$ cat src/rtl/opread_pkg.sv
// Shared widths, FSM state and hazard-reason types for the operand read unit.
// Optional feature macro used by this slice: OPREAD_STALL_STATS_EN.
package opread_pkg;
  localparam int DATA_W = 16;
  localparam int REG_AW = 3;
  localparam int NREGS  = 1 << REG_AW;

  typedef enum logic [1:0] {
    EMPTY,
    VALID,
    STALL
  } state_t;

  typedef enum logic [1:0] {
    HZ_NONE,
    HZ_RAW1,
    HZ_RAW2,
    HZ_WAW
  } hazard_t;
endpackage

$ cat src/rtl/pending_table.sv
// Per-register pending-write bits; set and clear in one cycle, set wins on the same register.
// Latency: 1 cycle from set/clear to dirty_vec; flush clears everything, no backpressure.
module pending_table
  import opread_pkg::*;
(
  input  logic              clk,
  input  logic              rst,
  input  logic              set_en,
  input  logic [REG_AW-1:0] set_reg,
  input  logic              clr_en,
  input  logic [REG_AW-1:0] clr_reg,
  input  logic              flush,
  output logic [NREGS-1:0]  dirty_vec
);
  logic [NREGS-1:0] pend_q;
  logic [NREGS-1:0] set_mask;
  logic [NREGS-1:0] clr_mask;

  always_comb begin
    set_mask = '0;
    clr_mask = '0;
    if (set_en) set_mask[set_reg] = 1'b1;
    if (clr_en) clr_mask[clr_reg] = 1'b1;
  end

  always_ff @(posedge clk or negedge rst) begin
    if (!rst) begin
      pend_q <= '0;
    end else if (flush) begin
      pend_q <= '0;
    end else begin
      // Set applied after clear so a same-register retire cannot drop a fresh issue.
      pend_q <= (pend_q & ~clr_mask) | set_mask;
    end
  end

  assign dirty_vec = pend_q;
endmodule

$ cat src/rtl/operand_read_unit.sv
// Reads operands, stalls on RAW/WAW against the pending table, forwards write-back data.
// Latency 1 cycle issue->op_valid; op_* held while !op_ready. Macro OPREAD_STALL_STATS_EN adds stall_cnt.
module operand_read_unit
  import opread_pkg::*;
(
  input  logic              clk,
  input  logic              rst,
  input  logic              issue_valid,
  output logic              issue_ready,
  input  logic [REG_AW-1:0] issue_rreg1,
  input  logic [REG_AW-1:0] issue_rreg2,
  input  logic              issue_use1,
  input  logic              issue_use2,
  input  logic              issue_wen,
  input  logic [REG_AW-1:0] issue_wreg,
  output logic [REG_AW-1:0] rf_rreg1,
  output logic [REG_AW-1:0] rf_rreg2,
  input  logic [DATA_W-1:0] rf_rd1,
  input  logic [DATA_W-1:0] rf_rd2,
  input  logic              wb_valid,
  input  logic              wb_skip,
  input  logic [REG_AW-1:0] wb_reg,
  input  logic [DATA_W-1:0] wb_data,
  input  logic              flush,
  output logic              op_valid,
  input  logic              op_ready,
  output logic [DATA_W-1:0] op_a,
  output logic [DATA_W-1:0] op_b,
  output logic              op_wen,
  output logic [REG_AW-1:0] op_wreg,
`ifdef OPREAD_STALL_STATS_EN
  output logic [15:0]       stall_cnt,
`endif
  output logic [NREGS-1:0]  dirty_vec
);
  state_t           state_q, state_d;
  hazard_t          hz;
  logic             out_free, accept, op_valid_d;
  logic             wb_hit1, wb_hit2, wb_hitw, fwd1, fwd2;
  logic [NREGS-1:0] pending;

  assign rf_rreg1 = issue_rreg1;
  assign rf_rreg2 = issue_rreg2;

  assign wb_hit1 = wb_valid && (wb_reg == issue_rreg1);
  assign wb_hit2 = wb_valid && (wb_reg == issue_rreg2);
  assign wb_hitw = wb_valid && (wb_reg == issue_wreg);
  // Skipped retires resolve the hazard but the register file already holds the value.
  assign fwd1    = wb_hit1 && !wb_skip;
  assign fwd2    = wb_hit2 && !wb_skip;

  always_comb begin
    hz = HZ_NONE;
    if (issue_use1 && pending[issue_rreg1] && !wb_hit1)      hz = HZ_RAW1;
    else if (issue_use2 && pending[issue_rreg2] && !wb_hit2) hz = HZ_RAW2;
    else if (issue_wen && pending[issue_wreg] && !wb_hitw)   hz = HZ_WAW;
  end

  assign out_free    = !op_valid || op_ready;
  assign accept      = issue_valid && out_free && (hz == HZ_NONE) && !flush;
  assign issue_ready = accept;

  pending_table u_pending (
    .clk      (clk),
    .rst      (rst),
    .set_en   (accept && issue_wen),
    .set_reg  (issue_wreg),
    .clr_en   (wb_valid),
    .clr_reg  (wb_reg),
    .flush    (flush),
    .dirty_vec(pending)
  );
  assign dirty_vec = pending;

  always_comb begin
    state_d    = state_q;
    op_valid_d = op_valid && !op_ready;
    if (flush) begin
      state_d    = EMPTY;
      op_valid_d = 1'b0;
    end else if (accept) begin
      state_d    = VALID;
      op_valid_d = 1'b1;
    end else if (issue_valid) begin
      state_d = STALL;
    end else if (op_valid && op_ready) begin
      state_d = EMPTY;
    end else if (state_q == STALL) begin
      state_d = op_valid ? VALID : EMPTY;
    end
  end

  always_ff @(posedge clk or negedge rst) begin
    if (!rst) begin
      state_q  <= EMPTY;
      op_valid <= 1'b0;
      op_a     <= '0;
      op_b     <= '0;
      op_wen   <= 1'b0;
      op_wreg  <= '0;
    end else begin
      state_q  <= state_d;
      op_valid <= op_valid_d;
      if (accept) begin
        op_a    <= fwd1 ? wb_data : rf_rd1;
        op_b    <= fwd2 ? wb_data : rf_rd2;
        op_wen  <= issue_wen;
        op_wreg <= issue_wreg;
      end
    end
  end

`ifdef OPREAD_STALL_STATS_EN
  always_ff @(posedge clk or negedge rst) begin
    if (!rst) begin
      stall_cnt <= '0;
    end else if (flush) begin
      stall_cnt <= '0;
    end else if (issue_valid && !issue_ready && (stall_cnt != 16'hFFFF)) begin
      stall_cnt <= stall_cnt + 16'd1;
    end
  end
`endif
endmodule

$ cat config.mk
export PLATFORM = sky130hd
export DESIGN_NAME = operand_read_unit
export DESIGN_NICKNAME = d
export VERILOG_FILES = /design/src/rtl/opread_pkg.sv /design/src/rtl/pending_table.sv /design/src/rtl/operand_read_unit.sv
export SDC_FILE = /design/constraint.sdc
export NUM_CORES = 1
export LEC_CHECK = 0
export CAP_MARGIN = 10
export CORE_MARGIN = 2
export CORE_UTILIZATION = 40
export CTS_BUF_LIST = sky130_fd_sc_hd__clkbuf_4 sky130_fd_sc_hd__clkbuf_8
export CTS_CLUSTER_DIAMETER = 40
export CTS_CLUSTER_SIZE = 40
export DETAILED_ROUTE_END_ITERATION = 6
export PLACE_DENSITY = 0.86
export SYNTH_ARGS = -nofsm -noshare
export SYNTH_HDL_FRONTEND = slang
export SYNTH_HIERARCHICAL = 1
export SYNTH_SLANG_ARGS = --single-unit
$ cat constraint.sdc
create_clock -name clk -period 2.4 [get_ports clk]
set_input_delay 0.36 -clock clk [delete_from_list [all_inputs] [get_ports clk]]
set_output_delay 0.36 -clock clk [all_outputs]
set_load 0.005 [all_outputs]
Word level (Yosys, flattened, before mapping)
Index checks and enable logic that the tools add are counted.
{ "totals": {"elab_cells": 65, "reg_bits": 45} }
{ "op_classes": {"n_mux": 20, "n_eq_ne": 3, "n_reduce_logical": 27, "bitwise_logic": 3, "n_lt_le_gt_ge": 6} }
{ "op_table": {"columns": ["operator", "n"], "rows": [
  ["16-bit two-way mux", 2],
  ["8-bit two-way mux", 3],
  ["1-bit logical AND", 18],
  ["3-bit by 4-bit < comparator with 1-bit output, second input constant", 4],
  ["1-bit binary-select mux with 3-bit select", 3],
  ["3-bit equality test", 3],
  ["8-bit AND", 1],
  ["8-bit inverter", 1],
  ["8-bit bitwise OR", 1],
  ["1-bit zero test", 7],
  ["1-bit two-way mux", 7],
  ["1-bit demux with 3-bit select", 2],
  ["3-bit by 1-bit >= comparator with 1-bit output, second input constant", 2],
  ["2-bit two-way mux", 3],
  ["2-bit zero test", 1],
  ["1-bit logical OR", 1]
]} }

Depth between registers and ports, before layout
Gate-level depths: netlist of run 1.
{ "depth": {"ltp_word": 14, "mapped_depth": 9} }

Modules after synthesis
The synthesis of run 1 kept the hierarchy.
{ "modules_own_cells": {"columns": ["mod", "area_per_inst_um2", "n_inst", "cells_per_inst"], "rows": [
  ["operand_read_unit", 2393.5, 1, 175],
  ["pending_table", 441.7, 1, 39]
]} }

Least setup slack after synthesis of run 1
Ideal clock, no wire load.
{ "synth_timing": {"path_type": "input-to-reg", "startpoint": "input port issue_rreg1[1]", "endpoint": "register u_pending.pend_q[0], in the netlist u_pending/dirty_vec[0]", "setup_ps": 82, "slack_ps": -32, "path_stages": 9, "t_arrival_ps": 2350, "required_ps": 2318, "path_buffers": 2, "path_cell_list": "buf_2 -> mux2_4 -> nor3b_2 -> nor4b_2 -> nor4_4 -> buf_4 -> and2_1 -> or4b_1 -> o22ai_1"} }
{ "synth_via": {"elab_chain_len": 12} }
{ "synth_lines": {"columns": ["item", "line_no", "source"], "rows": [
  ["start: declaration", "operand_read_unit.sv:10", "input logic [REG_AW-1:0] issue_rreg1,"],
  ["1-bit binary-select mux with 3-bit select / 3-bit equality test (equally long branches)", "operand_read_unit.sv:54, operand_read_unit.sv:45", null],
  ["1-bit two-way mux (not written as such) / 1-bit logical AND (equally long branches)", "operand_read_unit.sv:54, operand_read_unit.sv:45", null],
  ["1-bit logical AND / 1-bit zero test (equally long branches)", "operand_read_unit.sv:54", "if (issue_use1 && pending[issue_rreg1] && !wb_hit1) hz = HZ_RAW1;"],
  ["1-bit logical AND *", "operand_read_unit.sv:54", null],
  ["2-bit two-way mux *", "operand_read_unit.sv:54", null],
  ["2-bit zero test *", "operand_read_unit.sv:60", "assign accept = issue_valid && out_free && (hz == HZ_NONE) && !flush;"],
  ["1-bit logical AND * (2 in series)", "operand_read_unit.sv:60", null],
  ["via issue_ready", "operand_read_unit.sv:9", "output logic issue_ready,"],
  ["1-bit logical AND *", "operand_read_unit.sv:66", ".set_en (accept && issue_wen),"],
  ["8-bit two-way mux *", "pending_table.sv:22", "if (set_en) set_mask[set_reg] = 1'b1;"],
  ["8-bit bitwise OR *", "pending_table.sv:33", "pend_q <= (pend_q & ~clr_mask) | set_mask;"],
  ["8-bit two-way mux *", "pending_table.sv:29", "end else if (flush) begin"],
  ["end signal: assignment", "pending_table.sv:33", null],
  ["end: declaration", "pending_table.sv:15", "logic [NREGS-1:0] pend_q;"]
]} }
Mark *: on every way through the listed nets, which the timed path passes. The rest lies on a longest branch. The select of a mux whose other input is x is not followed.
A chain may end at the register's enable or synchronous reset.

Worst setup path in the final report of run 1
{ "layout_timing": {"startpoint": "register u_pending.pend_q[5], in the netlist u_pending/dirty_vec[5]", "endpoint": "register u_pending.pend_q[0], in the netlist u_pending/dirty_vec[0]"} }
{ "layout_via": {"elab_chain_len": 14} }
{ "layout_lines": {"columns": ["item", "line_no", "source"], "rows": [
  ["1-bit binary-select mux with 3-bit select", "operand_read_unit.sv:56", "else if (issue_wen && pending[issue_wreg] && !wb_hitw) hz = HZ_WAW;"],
  ["1-bit two-way mux (not written as such)", "operand_read_unit.sv:56", null],
  ["1-bit logical AND (2 in series)", "operand_read_unit.sv:56", null],
  ["2-bit two-way mux", "operand_read_unit.sv:56", null],
  ["2-bit two-way mux", "operand_read_unit.sv:55", "else if (issue_use2 && pending[issue_rreg2] && !wb_hit2) hz = HZ_RAW2;"],
  ["2-bit two-way mux *", "operand_read_unit.sv:54", null],
  ["2-bit zero test *", "operand_read_unit.sv:60", null],
  ["1-bit logical AND * (2 in series)", "operand_read_unit.sv:60", null],
  ["1-bit logical AND *", "operand_read_unit.sv:66", null],
  ["8-bit two-way mux *", "pending_table.sv:22", null],
  ["8-bit bitwise OR *", "pending_table.sv:33", null],
  ["8-bit two-way mux *", "pending_table.sv:29", null]
]} }
Every way passes the cells marked *; elsewhere a longest branch is shown, timed or not. The select of a mux whose other input is x is not followed.

==> results of run 1 <==
power by group:
part | internal, mW | leakage (nW) | switching, mW
Clock | 0.207 | 0.0445 | 0.265
Combinational | 0.686 | 1.27 | 0.283
Sequential | 0.931 | 0.547 | 0.0946
Total | 1.82 | 1.87 | 0.643
Yosys cell counts (all sizes together):
| master | number |
|---|---|
| a22oi | 1 |
| a31oi | 1 |
| and2 | 1 |
| and4 | 3 |
| and4b | 3 |
| buf | 16 |
| clkbuf | 1 |
| dfrtp | 45 |
| inv | 3 |
| mux2 | 74 |
| mux2i | 6 |
| nand2 | 2 |
| nand2b | 11 |
| nand3 | 1 |
| nand3b | 4 |
| nand4 | 2 |
| nand4bb | 1 |
| nor2 | 5 |
| nor2b | 2 |
| nor3b | 2 |
| nor4 | 2 |
| nor4b | 2 |
| nor4bb | 3 |
| o21ai | 2 |
| o22ai | 2 |
| o2bb2ai | 2 |
| o32ai | 6 |
| o41a | 1 |
| or4b | 1 |
| xnor2 | 9 |
layout make-up:
class / instances / share of cell area, %
Clock buffer: 5 / 1.55
Clock inverter: 3 / 0.479
Inverter: 3 / 0.253
Multi-Input combinational cell: 149 / 36.0
Sequential cell: 45 / 25.4
Tap cell: 96 / 2.70
Timing Repair Buffer: 152 / 33.6
metal layers:
layer / GRT usage (%) / routed length [um] / up-vias
met5: 0 / 0 / -
met4: 5.92 / 120 / 0
met3: 3.58 / 439 / 9
met2: 32.6 / 3660 / 82
met1: 23.8 / 3220 / 1089
li1: - / - / 1069
worst max-delay path: stages (launching register included):
cell     delay (ns)
dfrtp_1        0.39
buf_6          0.13
mux2i_1        0.17
a31oi_1        0.12
and4_4         0.22
nor4_4         0.28
buf_4          0.16
and2_4         0.13
or4b_4         0.45
o22ai_2        0.18
kinds of logic (layout without fill, tap and decap cells):
| logic type | after synthesis | after routing | synth area share, % |
|---|---|---|---|
| mux | 80 | 80 | 34.4 |
| flops | 45 | 45 | 39.7 |
| simple gates | 45 | 45 | 13.0 |
| buf+inv | 20 | 163 | 5.69 |
| compound gates | 15 | 15 | 4.37 |
| xor+xnor | 9 | 9 | 2.78 |
registers in the layout, summed over array words and instances (netlist names):
| name | flops |
|---|---|
| op_wreg | 3 |
| op_valid | 1 |
| op_a | 16 |
| op_b | 16 |
| u_pending/dirty_vec | 8 |
| op_wen | 1 |
timing repair:
action / CTS / global route
gates resized for setup: 12 / 22
pin swaps: 1 / 5
setup endpoints to repair: 39 / 34
setup buffers: 3 / 1
stage by stage:
step,TNS [ns],hold WS (ns),setup WS [ns],total power [mW]
finish,0,0.0462,0.0995,2.47
detailed placement,-18.26,0.374,-0.551,2.01
floorplan,0,0.0644,0.0181,1.41
global route,-0.00992,0.0786,-0.00992,2.61
global placement,-16.70,0.364,-0.529,1.98
CTS,-0.0453,0.0486,-0.0453,2.49
how the worst max path moves through the flow:
stage          cells after the start                          endpoint                        startpoint  slack, ns
2_1_floorplan                      9  u_pending/dirty_vec[0]$_DFF_PN0_                    issue_rreg2[0]       0.02
3_5_place_dp                       7                       issue_ready                    issue_rreg2[0]      -0.55
4_1_cts                            8                       issue_ready                     issue_wreg[1]      -0.05
6_report                           9  u_pending/dirty_vec[0]$_DFF_PN0_  u_pending/dirty_vec[5]$_DFF_PN0_        0.1
5_1_grt                            9  u_pending/dirty_vec[0]$_DFF_PN0_  u_pending/dirty_vec[5]$_DFF_PN0_      -0.01
3_3_place_gp                       7                       issue_ready                    issue_rreg2[0]      -0.53
==> flow_summary.json, run 1 <==
{
  "fin_util_pct": 65.1,
  "drc_errors": 0,
  "htreeDepth": 2,
  "first_pass_iters": 4,
  "cts_buffers": 5,
  "status": "completed",
  "drt-total-wl_mm": 7.44,
  "area_growth_syn_to_layout_pct": 56.8,
  "multi_input_area_um2": 1600,
  "via_count": 2249,
  "drtIter0Drc": 67,
  "r2r_slack_ns": 0.1,
  "p_per_area_nw_per_um2": 555,
  "rr_worst_depth": 9,
  "cts.clk_slew.worst_paths_ns": 0.09,
  "diodes": 0,
  "initial_core_util_pct": 41.5,
  "drive_above_1_share_pct": 36.1,
  "grt_max_degree": 25,
  "clock_latency_ns": 0.29,
  "ant_nets": 0,
  "mostFrequentLayoutCells": "clkdlybuf4s50_1 (106), mux2_2 (49), dfrtp_1 (43)",
  "grt_pass1_vias": 2285,
  "cts_hold_repair.buffers": 0,
  "grt_pass1_wl_mm": 11.3,
  "grt_setup_unrepaired": "yes",
  "syn_area_um2": 2840,
  "worstSetupEndpointType": "flop",
  "finalNetCount": 426,
  "core_um2": 6830,
  "cts_tree": "built",
  "r2r-end": "u_pending/dirty_vec[0]$_DFF_PN0_",
  "hp-class": "in -> async",
  "ys_seq_area_share_pct": 39.7,
  "fmax_mhz": 435,
  "gr-total-overflow": 0,
  "gp_congestion": 0.926,
  "worstPathMaxFanout": 4,
  "hold_viol_final": 0,
  "syn_avg_cell_area_um2": 13.2,
  "finalCriticalPeriod_ns": 2.30,
  "crit_required_ns": 2.62,
  "finish.instance_area_um2": 4440,
  "num_rows": 30,
  "cap_viol_max_count": 0,
  "place_inst": 441,
  "die_w_um": 88.2,
  "portBuffers": 121,
  "wire_per_inst_um": 16.4,
  "syn_nets": 284,
  "synth_cells": 214,
  "synth_top_area_cell": "dfrtp_1",
  "synth_top_cell_area_share_pct": 39.7,
  "p_leak_nw": 1.87,
  "yosysWarnings": 6,
  "antenna_found_initial": 0,
  "instances_no_fill": 453,
  "min_period_over_period_pct": 95.9,
  "grt_usage_pct": 18.8,
  "irDropWorstVdd_v": 0.000348,
  "dieArea_um2": 7780,
  "cts.path.max_buffers": 2,
  "synth-seq-cells": 45,
  "clock_skew_ns": 0.00958,
  "arrival_ns": 2.52,
  "place_area_um2": 4260,
  "slew_headroom_pct": 63.4,
  "layout_commonest_cell": "clkdlybuf4s50_1",
  "cts_root_buffer": "clkbuf_8",
  "worstMarginPinSlew_ns": 0.549,
  "vias_per_cell": 4.96,
  "worst_r2r_startpoint": "u_pending/dirty_vec[5]$_DFF_PN0_",
  "synth.distinct_cells": 39,
  "synth_area_leaders": "dfrtp_1 (40%), mux2_2 (19%), mux2_4 (12%), xnor2_1 (2.8%), nand2b_1 (2.4%)",
  "setup.worst_path.start_class": "flop",
  "fillers": 546,
  "io_pins": 122,
  "setup_viol": 0,
  "hpwl_mm": 5.62,
  "critPathKind": "reg -> reg",
  "die-height_um": 88.2,
  "numClockSinks": 45,
  "ff_latch_area_um2": 1130,
  "drv_slew": 0
}
Power figures use the tool's default switching activity.
==> run 2: changes to the inputs <==
GPL_ROUTABILITY_DRIVEN = 1   (was not set)
==> results of run 2 <==
Same layout as run 1: the final DEF is identical, and so are final timing and power.
